### src/rtl/fp_align_unit_pkg.sv
// Shared MAC datapath definitions: operand field widths and the align/normalize FSM states.
package fp_align_unit_pkg;

  localparam int MAC_EXP_W   = 6;
  localparam int MAC_MANT_W  = 11;
  localparam int MAC_GUARD_W = 4;
  localparam int MAC_OUT_W   = MAC_MANT_W + MAC_GUARD_W + 1;

  typedef enum logic [0:0] {
    COLLECT = 1'b0,
    EMIT    = 1'b1
  } state_e;

endpackage

### src/rtl/fp_align_shifter.sv
// Aligns one operand to the group maximum exponent: truncating right shift, saturation, then negate.
module fp_align_shifter
  import fp_align_unit_pkg::*;
#(
  parameter int EXP_W   = MAC_EXP_W,
  parameter int MANT_W  = MAC_MANT_W,
  parameter int GUARD_W = MAC_GUARD_W
) (
  input  logic [EXP_W-1:0]              exp_max,
  input  logic [EXP_W-1:0]              exp,
  input  logic                          sign,
  input  logic [MANT_W-1:0]             mant,
  output logic [MANT_W+GUARD_W:0]       data
);

  localparam int OUT_W = MANT_W + GUARD_W + 1;
  localparam logic [EXP_W:0] SHIFT_LIM = (EXP_W+1)'(MANT_W + GUARD_W);

  logic [EXP_W:0] diff_s;
  logic [OUT_W-1:0] ext_s;
  logic [OUT_W-1:0] mag_s;

  // Sign-extended difference, shift with saturation, two's-complement negate.
  always_comb begin
    diff_s = {exp_max[EXP_W-1], exp_max} - {exp[EXP_W-1], exp};
    ext_s  = {1'b0, mant, {GUARD_W{1'b0}}};
    if (mant == {MANT_W{1'b0}}) begin
      mag_s = {OUT_W{1'b0}};
    end else if (diff_s[EXP_W] || (diff_s >= SHIFT_LIM)) begin
      mag_s = {OUT_W{1'b0}};
    end else begin
      mag_s = ext_s >> diff_s;
    end
    if (sign) begin
      data = {OUT_W{1'b0}} - mag_s;
    end else begin
      data = mag_s;
    end
  end

endmodule

### src/rtl/fp_align_unit.sv
// Collects N_OPS float operands, tracks the group max exponent and streams them out as aligned
// two's-complement fixed-point values.
module fp_align_unit
  import fp_align_unit_pkg::*;
#(
  parameter int N_OPS   = 4,
  parameter int EXP_W   = MAC_EXP_W,
  parameter int MANT_W  = MAC_MANT_W,
  parameter int GUARD_W = MAC_GUARD_W
) (
  input  logic                        clk,
  input  logic                        rst,
  input  logic                        in_valid,
  output logic                        in_ready,
  input  logic                        in_sign,
  input  logic [EXP_W-1:0]            in_exp,
  input  logic [MANT_W-1:0]           in_mant,
  output logic                        out_valid,
  input  logic                        out_ready,
  output logic [MANT_W+GUARD_W:0]     out_data,
  output logic [EXP_W-1:0]            out_exp_max,
  output logic [$clog2(N_OPS)-1:0]    out_idx,
  output logic                        out_last
);

  localparam int OUT_W = MANT_W + GUARD_W + 1;
  localparam int IDX_W = $clog2(N_OPS);
  localparam logic [IDX_W-1:0] IDX_ZERO = {IDX_W{1'b0}};
  localparam logic [IDX_W-1:0] IDX_ONE  = IDX_W'(1);
  localparam logic [IDX_W-1:0] IDX_LAST = IDX_W'(N_OPS - 1);

  state_e             state_r;
  logic [IDX_W-1:0]   idx_r;
  logic [EXP_W-1:0]   max_r;
  logic               seen_r;
  logic               sign_buf_r [N_OPS];
  logic [EXP_W-1:0]   exp_buf_r  [N_OPS];
  logic [MANT_W-1:0]  mant_buf_r [N_OPS];

  logic               acc_s;
  logic               seen_s;
  logic               seen_nxt_s;
  logic [EXP_W-1:0]   base_max_s;
  logic [EXP_W-1:0]   max_nxt_s;
  logic [EXP_W-1:0]   shf_max_s;
  logic [IDX_W-1:0]   sel_idx_s;
  logic [OUT_W-1:0]   shf_data_s;

  // Accept qualification, running max for the next cycle and the entry to align next.
  always_comb begin
    acc_s      = (state_r == COLLECT) && in_valid;
    seen_s     = (idx_r != IDX_ZERO) && seen_r;
    base_max_s = (idx_r == IDX_ZERO) ? {EXP_W{1'b0}} : max_r;
    max_nxt_s  = base_max_s;
    seen_nxt_s = seen_s;
    if (acc_s && (in_mant != {MANT_W{1'b0}})) begin
      seen_nxt_s = 1'b1;
      if (!seen_s || ($signed(in_exp) > $signed(base_max_s))) begin
        max_nxt_s = in_exp;
      end else begin
        max_nxt_s = base_max_s;
      end
    end else begin
      max_nxt_s  = base_max_s;
      seen_nxt_s = seen_s;
    end
    if (state_r == EMIT) begin
      sel_idx_s = idx_r + IDX_ONE;
      shf_max_s = max_r;
    end else begin
      sel_idx_s = IDX_ZERO;
      shf_max_s = max_nxt_s;
    end
  end

  fp_align_shifter #(
    .EXP_W   (EXP_W),
    .MANT_W  (MANT_W),
    .GUARD_W (GUARD_W)
  ) u_shifter (
    .exp_max (shf_max_s),
    .exp     (exp_buf_r[sel_idx_s]),
    .sign    (sign_buf_r[sel_idx_s]),
    .mant    (mant_buf_r[sel_idx_s]),
    .data    (shf_data_s)
  );

  // Operand buffer; contents are don't-care after reset so it carries no reset.
  always_ff @(posedge clk) begin
    if (acc_s) begin
      sign_buf_r[idx_r] <= in_sign;
      exp_buf_r[idx_r]  <= in_exp;
      mant_buf_r[idx_r] <= in_mant;
    end
  end

  // Collect/emit FSM with registered handshake and data outputs.
  always_ff @(posedge clk) begin
    if (rst) begin
      state_r     <= COLLECT;
      idx_r       <= IDX_ZERO;
      max_r       <= {EXP_W{1'b0}};
      seen_r      <= 1'b0;
      in_ready    <= 1'b1;
      out_valid   <= 1'b0;
      out_data    <= {OUT_W{1'b0}};
      out_exp_max <= {EXP_W{1'b0}};
      out_idx     <= IDX_ZERO;
      out_last    <= 1'b0;
    end else begin
      case (state_r)
        COLLECT: begin
          if (acc_s) begin
            max_r  <= max_nxt_s;
            seen_r <= seen_nxt_s;
            if (idx_r == IDX_LAST) begin
              idx_r       <= IDX_ZERO;
              state_r     <= EMIT;
              in_ready    <= 1'b0;
              out_valid   <= 1'b1;
              out_data    <= shf_data_s;
              out_exp_max <= max_nxt_s;
              out_idx     <= IDX_ZERO;
              out_last    <= 1'b0;
            end else begin
              idx_r <= idx_r + IDX_ONE;
            end
          end
        end
        EMIT: begin
          if (out_ready) begin
            if (idx_r == IDX_LAST) begin
              idx_r     <= IDX_ZERO;
              state_r   <= COLLECT;
              in_ready  <= 1'b1;
              out_valid <= 1'b0;
              out_data  <= {OUT_W{1'b0}};
              out_idx   <= IDX_ZERO;
              out_last  <= 1'b0;
            end else begin
              idx_r    <= idx_r + IDX_ONE;
              out_idx  <= idx_r + IDX_ONE;
              out_data <= shf_data_s;
              out_last <= ((idx_r + IDX_ONE) == IDX_LAST);
            end
          end
        end
        default: begin
          state_r   <= COLLECT;
          idx_r     <= IDX_ZERO;
          in_ready  <= 1'b1;
          out_valid <= 1'b0;
        end
      endcase
    end
  end

endmodule

### config.mk
export PLATFORM = sky130hd
export DESIGN_NAME = fp_align_unit
export DESIGN_NICKNAME = d
export VERILOG_FILES = /design/src/rtl/fp_align_unit_pkg.sv /design/src/rtl/fp_align_shifter.sv /design/src/rtl/fp_align_unit.sv
export SDC_FILE = /design/constraint.sdc
export NUM_CORES = 1
export LEC_CHECK = 0
export CAP_MARGIN = 10
export CELL_PAD_IN_SITES_DETAIL_PLACEMENT = 1
export CELL_PAD_IN_SITES_GLOBAL_PLACEMENT = 1
export CORE_ASPECT_RATIO = 0.75
export CORE_MARGIN = 10
export CORE_UTILIZATION = 47
export DETAILED_ROUTE_END_ITERATION = 16
export PLACE_DENSITY_LB_ADDON = 0.1
export SLEW_MARGIN = 20
export SYNTH_ARGS = -nofsm -noshare
export SYNTH_HDL_FRONTEND = slang
export SYNTH_SLANG_ARGS = --single-unit
### constraint.sdc
create_clock -name clk -period 8.3 [get_ports clk]
set_input_delay 1.66 -clock clk [delete_from_list [all_inputs] [get_ports clk]]
set_output_delay 1.66 -clock clk [all_outputs]
set_load 0.03 [all_outputs]
Word level (Yosys, flattened, before mapping)
Memories as Yosys holds them, arrays and structs flattened.
Cells that the tools add are included.
{ "totals": {"regBits": 37, "ramBits": 72, "inputBits": 22, "wordCells": 80, "mem_count": 3} }
{ "classes": {"add_sub_neg": 3, "magnitude_cmp": 2, "n_eq_ne": 6, "shifts": 1, "mux": 39, "bitwise_logic": 1, "reduce_logical": 15} }
{ "memory_table": {"columns": ["name", "depth", "word_bits", "read_ports", "rd_ports_with_merged_regs", "wr", "line", "text"], "rows": [
  ["mant_buf_r", 4, 11, 1, 0, 1, "fp_align_unit.sv:38", "logic [MANT_W-1:0] mant_buf_r [N_OPS];"],
  ["exp_buf_r", 4, 6, 1, 0, 1, "fp_align_unit.sv:37", "logic [EXP_W-1:0] exp_buf_r [N_OPS];"],
  ["sign_buf_r", 4, 1, 1, 0, 1, "fp_align_unit.sv:36", "logic sign_buf_r [N_OPS];"]
]} }
{ "op_table": {"columns": ["cell", "n"], "rows": [
  ["16-bit two-way mux", 7],
  ["16-bit case mux with 2 select lines", 1],
  ["6-bit two-way mux", 4],
  ["15-bit by 7-bit right shift with 16-bit output", 1],
  ["1-bit by 16-bit subtractor with 16-bit output (first input constant)", 1],
  ["1-bit two-way mux", 15],
  ["2-bit two-way mux", 6],
  ["11-bit logical NOT", 1],
  ["11-bit nonzero test", 1],
  ["1-bit case mux with 2 select lines", 4],
  ["2-bit case mux with 2 select lines", 2],
  ["7-bit by 4-bit greater-or-equal comparator with 1-bit output (second input constant)", 1],
  ["6-bit by 6-bit subtractor with 7-bit output", 1],
  ["6-bit > comparator", 1],
  ["3-bit AND reduction", 2],
  ["2-bit == test (second input constant)", 2],
  ["2-bit by 1-bit inequality test with 1-bit output (second input constant)", 2],
  ["2-bit inequality test (second input constant)", 2],
  ["2-bit AND reduction", 2],
  ["4-bit AND reduction", 1],
  ["1-bit logical AND", 3],
  ["2-bit by 1-bit adder with 2-bit output (second input constant)", 1],
  ["2-bit logical NOT", 1],
  ["1-bit logical OR", 2],
  ["other kinds (3)", 3]
]} }

Depth between registers and ports, before layout
Gate-level depths: netlist of the first run.
{ "depth": {"word_depth": 17, "ltp_mapped": 32} }

By module
From an unflattened synthesis of the first run, not the netlist that was laid out.
{ "hier_totals": {"cells_unflattened": 589, "area_unflattened_um2": 6034.5} }
{ "by_module_without_submodules": {"columns": ["mod", "n_inst", "cells_each", "area_each_um2"], "rows": [
  ["fp_align_unit", 1, 383, 4566.9],
  ["fp_align_shifter", 1, 206, 1467.7]
]} }

Least setup slack after synthesis of the first run
OpenSTA, ideal clock, no wires.
{ "synth_path": {"path_type": "input to register", "from": "in in_exp[1]", "to": "reg out_data[12]", "setup_time_ns": 0.122, "t_arrival_ns": 6.715, "setup_slack_ns": 1.463, "cell_stages": 26, "path_cell_list": "ha_1 -> nor2b_1 -> o21a_1 -> o21ai_0 -> nand2b_1 -> a211oi_1 -> a31oi_1 -> a21oi_1 -> a31o_2 -> clkbuf_1 -> mux2i_1 -> a21o_1 -> ha_1 -> fa_1 -> nand2b_1 -> a21oi_1 -> xor2_1 -> nor2_1 -> nand2_1 -> a21oi_1 -> o21ai_0 -> ha_1 -> nor4b_4 -> nand3_1 -> a21o_1 -> a221o_1"} }
{ "synth_between": {"elab_chain_cells": 15} }
{ "synth_rtl": {"columns": ["item", "line", "text"], "rows": [
  ["from (decl)", "fp_align_unit.sv:16", "input logic [EXP_W-1:0] in_exp,"],
  ["6-bit > comparator", "fp_align_unit.sv:58", "if (!seen_s || ($signed(in_exp) > $signed(base_max_s))) begin"],
  ["1-bit logical OR", "fp_align_unit.sv:58", null],
  ["6-bit two-way mux *", "fp_align_unit.sv:58", null],
  ["6-bit two-way mux *", "fp_align_unit.sv:56", "if (acc_s && (in_mant != {MANT_W{1'b0}})) begin"],
  ["6-bit two-way mux *", "fp_align_unit.sv:67", "if (state_r == EMIT) begin"],
  ["6-bit by 6-bit subtractor with 7-bit output *", "fp_align_shifter.sv:25", "diff_s = {exp_max[EXP_W-1], exp_max} - {exp[EXP_W-1], exp};"],
  ["7-bit by 4-bit greater-or-equal comparator with 1-bit output", "fp_align_shifter.sv:29", "end else if (diff_s[EXP_W] || (diff_s >= SHIFT_LIM)) begin"],
  ["1-bit logical OR", "fp_align_shifter.sv:29", null],
  ["16-bit two-way mux *", "fp_align_shifter.sv:29", null],
  ["16-bit two-way mux *", "fp_align_shifter.sv:27", "if (mant == {MANT_W{1'b0}}) begin"],
  ["1-bit by 16-bit subtractor with 16-bit output", "fp_align_shifter.sv:35", "data = {OUT_W{1'b0}} - mag_s;"],
  ["16-bit two-way mux *", "fp_align_shifter.sv:34", "if (sign) begin"],
  ["16-bit two-way mux, on equally long branches", "fp_align_unit.sv:132, fp_align_unit.sv:116", null],
  ["16-bit two-way mux, on equally long branches", "fp_align_unit.sv:131, fp_align_unit.sv:113", null],
  ["16-bit case mux with 2 select lines *", "fp_align_unit.sv:111", "case (state_r)"],
  ["to (signal assigned)", "fp_align_unit.sv:121", "out_data <= shf_data_s;"],
  ["to (signal assigned)", "fp_align_unit.sv:137", "out_data <= {OUT_W{1'b0}};"],
  ["to (signal assigned)", "fp_align_unit.sv:143", "out_data <= shf_data_s;"],
  ["to (decl)", "fp_align_unit.sv:20", "output logic [MANT_W+GUARD_W:0] out_data,"]
]} }
Mark *: on every way between the ends. The rest lies on a longest branch, timed or not. The select of a mux whose other input is x is not followed.
A chain may end at the register's enable or synchronous reset.

Worst setup path in the final report of the first run
{ "layout_path": {"from": "in in_exp[1]", "to": "reg out_data[10]"} }
Same word-level chain as after synthesis.

==> metrics.txt, run 1 <==
max incr delay on CP between 600 and 700 ps; Vias 5006; H-tree levels 3; global-route wire length before repair 29350 um; Period minus WS final 7714 ps; post-synth top area share 0.3410; Startpoint Class primary input; Achievable Freq between 100 and 150 MHz; Die X roughly 150 um; Slew Limit Fails 0; EDFF count, synth 72; cell family with most CP delay compound AO/OA/AOI/OAI gates; Final nets ~700; maximum VDD drop 0.1461 mV; DR WL/cell roughly 22 um; arrival time at the worst endpoint 7970 ps; CTS Buffer Depth 2; Die H 120.6 um; TritonCTS Buffers 9; xor/xnor cell area share of the yosys netlist 0.02072; Worst Path Required around 8600 ps; post-synthesis mux area share 0.06848; worst path cell trace clkdlybuf4s50_1 > ha_1 > nor2b_1 > o21a_1 > o21ai_0 > nand2b_1 > a211oi_1 > a31oi_1 > a21oi_1 > a31o_2 > mux2i_1 > a21o_1 > ha_1 > fa_1 > inv_1 > nor4_1 > a32oi_1 > nor4_1 > a22oi_1 > a311oi_2 > nor2_1 > and3_1 > o31a_1 > a311oi_2; Most used DFF post-synth edfxtp_1; Yosys reg bits 109; Core Area 0.01311 sq mm; Final Skew 11.13 ps; RSZ-0062 raised after global routing false; die area between 0.015 and 0.02 sq mm; clock root cell clkbuf_16; Hold/Removal Path Class reg -> reg; adder-cell share of the synthesized area 0.03868; DRC 0; sequential area share after synthesis 0.4579; post-synthesis compound-gate area fraction 0.1938; Clock Sinks between 100 and 150; Comb pwr share 0.344; cts hold-fix bufs 0; P_leak about 2.5 nW; status complete, no violations; Vias/cell about 6.1; Switch Pwr slightly below 0.6 mW; PostCTS Resize Cnt 0; Syn Nets approximately 640; Port Buffers 48; DRT antenna net count 0; final hold viol count 0; CTS tree done; Total GRT Usage 0.1950; Antenna diodes 0; postcts setup bufs 0; cell taking the most area after synthesis edfxtp_1; drt pass-1 iters 4; Yosys warning total 0; initial antenna violation count 0; clock latency on the worst-skew pair between 300 and 400 ps; syn avg cell area 10.51 sq um; leading post-synthesis cells by cell area edfxtp_1 (34%), dfxtp_1 (12%), a21oi_1 (4.2%); io pins ~50; Rel. slew slack 0.2864; Finished Core Util 0.5513; Final setup viols 0; Reg power frac 0.380; CP Class in -> reg; maxcap violations 0; Slew @ Worst Pin between 1000 and 1500 ps; largest net degree at the start of global routing 52; Crit-path slowest cell nor4_1; CP Max Fanout 16; Mapped Area 0.006340 sq mm; post-synth cell types between 80 and 90; vias in the first global route between 5000 and 6000; std cell rows 36; Iter 0 DRT Violations around 350; ys async rst share 0; Setup TNS 0 ps; pwr/cell area ~220 mW/mm^2; post-placement setup slack 319.0 ps; HPWL Detailed between 10000 and 15000 um; Simple-Gate Fraction of Synth Area 0.1699; P&R area growth vs syn 13.97%; final worst-path cycle share 0.9294; WP buf/inv 2; share of cells above drive strength 1 0.1279; initial cell density of the core 0.4837; internal power 1.025 mW; total gr overflow 0; main combinational cell family by area after synthesis compound AO/OA/AOI/OAI gates; clk slew on worst S/H paths ~70 ps; drt total wl about 18000 um; Sw Ratio 0.3637; gpl congestion 0.8793; worst setup margin a little under 600 ps; Synth Instances 603; Critical Path Sink Type flop; Clk pwr share 0.276
-- cells by family (layout without fill, tap and decap cells) --
kind of cell               Yosys count  after routing
buffers and inverters               56            102
AOI/OAI and AO/OA                  166            166
and+or+nand+nor                    201            201
adders and majority gates           19             19
muxes                               37             37
DFF                                109            109
xor gates and xnor gates            15             15
-- state kept, by name (all words and copies together), names as in the netlist --
signal,flops
mant_buf_r,44
exp_buf_r,24
out_data,16
max_r,6
out_exp_max,6
sign_buf_r,4
idx_r,2
out_idx,2
in_ready,1
out_last,1
out_valid,1
seen_r,1
state_r,1
-- cells in the mapped netlist, types with 7 or more instances --
library cell  number
a21oi_1           53
a221oi_1           7
a211oi_1           9
ha_1              18
mux2i_1           16
xnor2_1            7
o21ai_0           19
nor2_1            66
clkbuf_1          19
mux2_2            17
nor3_1             9
inv_1             21
nand2_1           37
and2_1            13
dfxtp_1           37
edfxtp_1          72
a22oi_1           10
xor2_1             8
a311oi_1          10
nand3_1           19
-- layer usage --
layer  global-route usage  wire [um]  vias to the layer above
met5                    0          0                        -
met4              0.05124        242                        0
met3              0.04640        788                       25
met2               0.3338       8849                      115
met1               0.2418       8133                     2504
li1                     -          -                     2362
-- path summary, 6_finish.rpt --
path,start,slack [ps],to,cells past startpoint
max,in_exp[1],590,out_data[10],24
min,out_data[8],460,out_data[8],2
max reg2reg,idx_r[1],1380,out_data[10],27
min reg2reg,out_data[8],460,out_data[8],2
-- cell usage in the layout (no fill, tap or decap), types with 9 or more instances in the layout --
cell type,n
nor2_1,66
nand3_1,19
mux2_2,17
clkbuf_16,9
a311oi_1,10
nor3_1,9
o21ai_0,19
inv_1,21
mux2i_1,16
a211oi_1,9
ha_1,18
a21oi_1,53
nand2_1,37
clkdlybuf4s50_1,48
a22oi_1,10
buf_4,15
edfxtp_1,72
dfxtp_1,36
and2_1,13
-- layout make-up --
cell class	instances	area, sq um
Timing Repair Buffer	63	593.1
Clock buffer	9	225.2
Multi-Input combinational cell	438	3123
Fill cell	1428	5882
Tap cell	171	214.0
Clock inverter	7	80.08
Inverter	23	86.33
Sequential cell	109	2904
-- power groups by stage --
stage / combinational [mW] / clock, mW / sequential (mW)
2_1_floorplan: 0.389 / 0 / 0.626
3_3_place_gp: 0.525 / 0 / 0.622
3_5_place_dp: 0.544 / 0 / 0.624
4_1_cts: 0.547 / 0.457 / 0.611
5_1_grt: 0.599 / 0.480 / 0.614
6_report: 0.554 / 0.445 / 0.611
-- worst min-delay path, cell delays in order, from the launching register on --
cell and delay, ps:
dfxtp_1 330, nand2_1 40, o21ai_0 50
-- through the flow --
stage               hold WS, ps  power, mW  instances  area [sq um]
floorplan                 450.9      1.015        603          6340
global placement          437.0      1.147        804          6920
detailed placement        446.8      1.168        804          6920
CTS                       465.8      1.616        820          7226
global route              483.9      1.693        820          7226
finish                    457.8      1.610        820          7226
(Power assumes the default switching activity.)
==> inputs of run 2 (changes only) <==
Settings changed: CORE_MARGIN 10 to unset, SKIP_LAST_GASP set to 1.
==> run 2 against run 1 <==
Net effect:
- critical path depth is the same
- cell area is essentially flat
- sequential power is essentially flat
- largest power group unchanged
- highest routed layer unchanged
- clock skew shrank 4.9 ps
- maximum frequency grew 3.1%
- register-to-register slack gained 310 ps
- clock-buffer cell count is the same
==> metrics.txt, run 2 (synthesis gave the netlist of run 1 again) <==
non-filler cells, final 821 (+0.12%); die area 0.01396 sq mm (-25%); Port Buffers 48 (unchanged); initial antenna violation count 0 (unchanged); commonest non-fill, non-tap cell in the layout edfxtp_1; Top reg by flops mant_buf_r; postcts setup bufs 0 (unchanged); pwr/cell area 220.7 mW/mm^2 (-0.98%); Period minus WS final 7485 ps (-228.7 ps); met3 Usage GRT 0.04671 (+0.0003015); total gr overflow 0 (unchanged); Final setup viols 0 (unchanged); maximum VDD drop 0.1416 mV (-3.1%); Largest regs mant_buf_r (44), exp_buf_r (24), out_data (16); Antenna diodes 0 (unchanged); Clock Sinks 109 (unchanged); global-route wire length before repair 27300 um (-7.0%); most frequent cells in the layout edfxtp_1 (72), nor2_1 (66), a21oi_1 (53); Setup TNS 0 ps (unchanged); P&R area growth vs syn 14.03% (about the same); Slew @ Worst Pin 1029 ps (-38.26 ps); vias in the first global route 4997 (-7.1%); Total GRT Usage 0.2604 (+0.06542); status complete, no violations; drt total wl 17080 um (-5.2%); Rel. slew slack 0.3141 (+0.02773); CTS Buffer Depth 2 (unchanged); P_leak 2.519 nW (+0.35%); placed cells 805 (+0.12%); DR WL/cell 20.80 um (-5.3%); Final Skew 6.181 ps (-4.948 ps); DRC 0 (unchanged); std cell rows 36 (unchanged); Core Area 0.01306 sq mm (-0.34%); initial cell density of the core 0.4853 (+0.001668); clk slew on worst S/H paths 80 ps (about the same); Vias/cell 6.048 (-0.94%); Final nets 686 (+0.15%); Hold/Removal Path Class reg -> reg; most used routing layer met2; TritonCTS Buffers 9 (unchanged); share of cells above drive strength 1 0.1338 (+0.005957); Worst Hold Slack 456.4 ps (-1.399 ps); CP Class in -> reg; Critical Path Sink Type flop; Startpoint Class primary input; HPWL Detailed 12350 um (-5.0%); io pins 49 (unchanged); met1 Use GR 0.3450 (+0.1032); Die X 136.1 um (-12%); maxcap violations 0 (unchanged); gpl congestion 0.9494 (+8.0%); Die H 102.6 um (-15%); clock latency on the worst-skew pair 360 ps (about the same); Worst Path Required 8570 ps (about the same); CTS tree done; max reg flops 44 (unchanged); RSZ-0062 raised after global routing false; drt pass-1 iters 4 (unchanged); H-tree levels 3 (unchanged); PostCTS Resize Cnt 0 (unchanged); clock root cell clkbuf_16; final hold viol count 0 (unchanged); Vias 4965 (-0.82%); Slew Limit Fails 0 (unchanged); largest net degree at the start of global routing 52 (unchanged); DRT antenna net count 0 (unchanged); Iter 0 DRT Violations 354 (+1.7%); met2 usage 0.4358 (+0.1020); final worst-path cycle share 0.9018 (-0.02756); cts hold-fix bufs 0 (unchanged); Achievable Freq 133.6 MHz (+3.1%); CP Max Fanout 16 (unchanged); arrival time at the worst endpoint 7760 ps (-210 ps)
==> run 2: area by class of cell <==
cell class | instances | area, sq um
clock buffer | 9 | 225.2
multi-input combinational | 438 | 3126
tap | 171 | 214.0
timing repair buffer | 64 | 595.6
clock inverter | 7 | 78.83
inverter | 23 | 86.33
sequential | 109 | 2904
fill | 1438 | 5833
==> run 2: critical path, stage by stage <==
cell and delay, ps:
clkdlybuf4s50_1 600, ha_1 290, nor2b_1 140, o21a_1 170, o21ai_0 140, nand2b_1 80, a211oi_1 220, a31oi_1 60
a21oi_1 140, a31o_2 290, mux2i_1 150, a21o_1 200, ha_1 220, fa_1 510, inv_1 230, nor4_1 350
a32oi_1 140, nor4_1 490, a22oi_1 210, a311oi_2 450, nor2_1 170, and3_1 240, o31a_1 310, a311oi_2 270
==> run 2: per-stage QoR <==
step / worst slack, ps / area [sq um] / power (mW) / util
after floorplan: 1463 / 6340 / 1.015 / -
after detailed placement: 508.8 / 6928 / 1.163 / 0.5304
after global placement: 660.3 / 6928 / 1.152 / 0.5304
after CTS: 858.3 / 7232 / 1.608 / 0.5536
final: 814.9 / 7229 / 1.596 / 0.5534
after global routing: 316.7 / 7229 / 1.679 / 0.5534
==> run 2: report_power, final <==
group          total, mW  leakage [nW]  switching, mW  internal, mW
clock network      0.440         0.149          0.223         0.216
registers          0.610         0.962         0.0102         0.600
logic              0.545          1.41          0.336         0.210
==> run 2: path summary, 6_finish.rpt <==
path,startpoint,endpoint,slack [ps],cells after the start
worst max-delay path,in_exp[1],out_data[10],810,24
worst min-delay path,out_data[7],out_data[7],460,2
worst min register to register,out_data[7],out_data[7],460,2
worst max register to register,idx_r[1],out_data[10],1690,27
==> run 2: per-layer routing <==
metal  vias to the layer above  part of all wire  wire [um]
met2                        94              0.48       8198
met5                         -                 0          0
met1                      2486              0.46       7925
li1                       2362                 -          -
met3                        23             0.040        680
met4                         0             0.016        276
==> inputs of run 3 (changes only) <==
Settings changed: CTS_BUF_LIST set to sky130_fd_sc_hd__clkbuf_16.
==> results of run 3 <==
No change in the layout: final DEF, timing and power equal those of run 2.
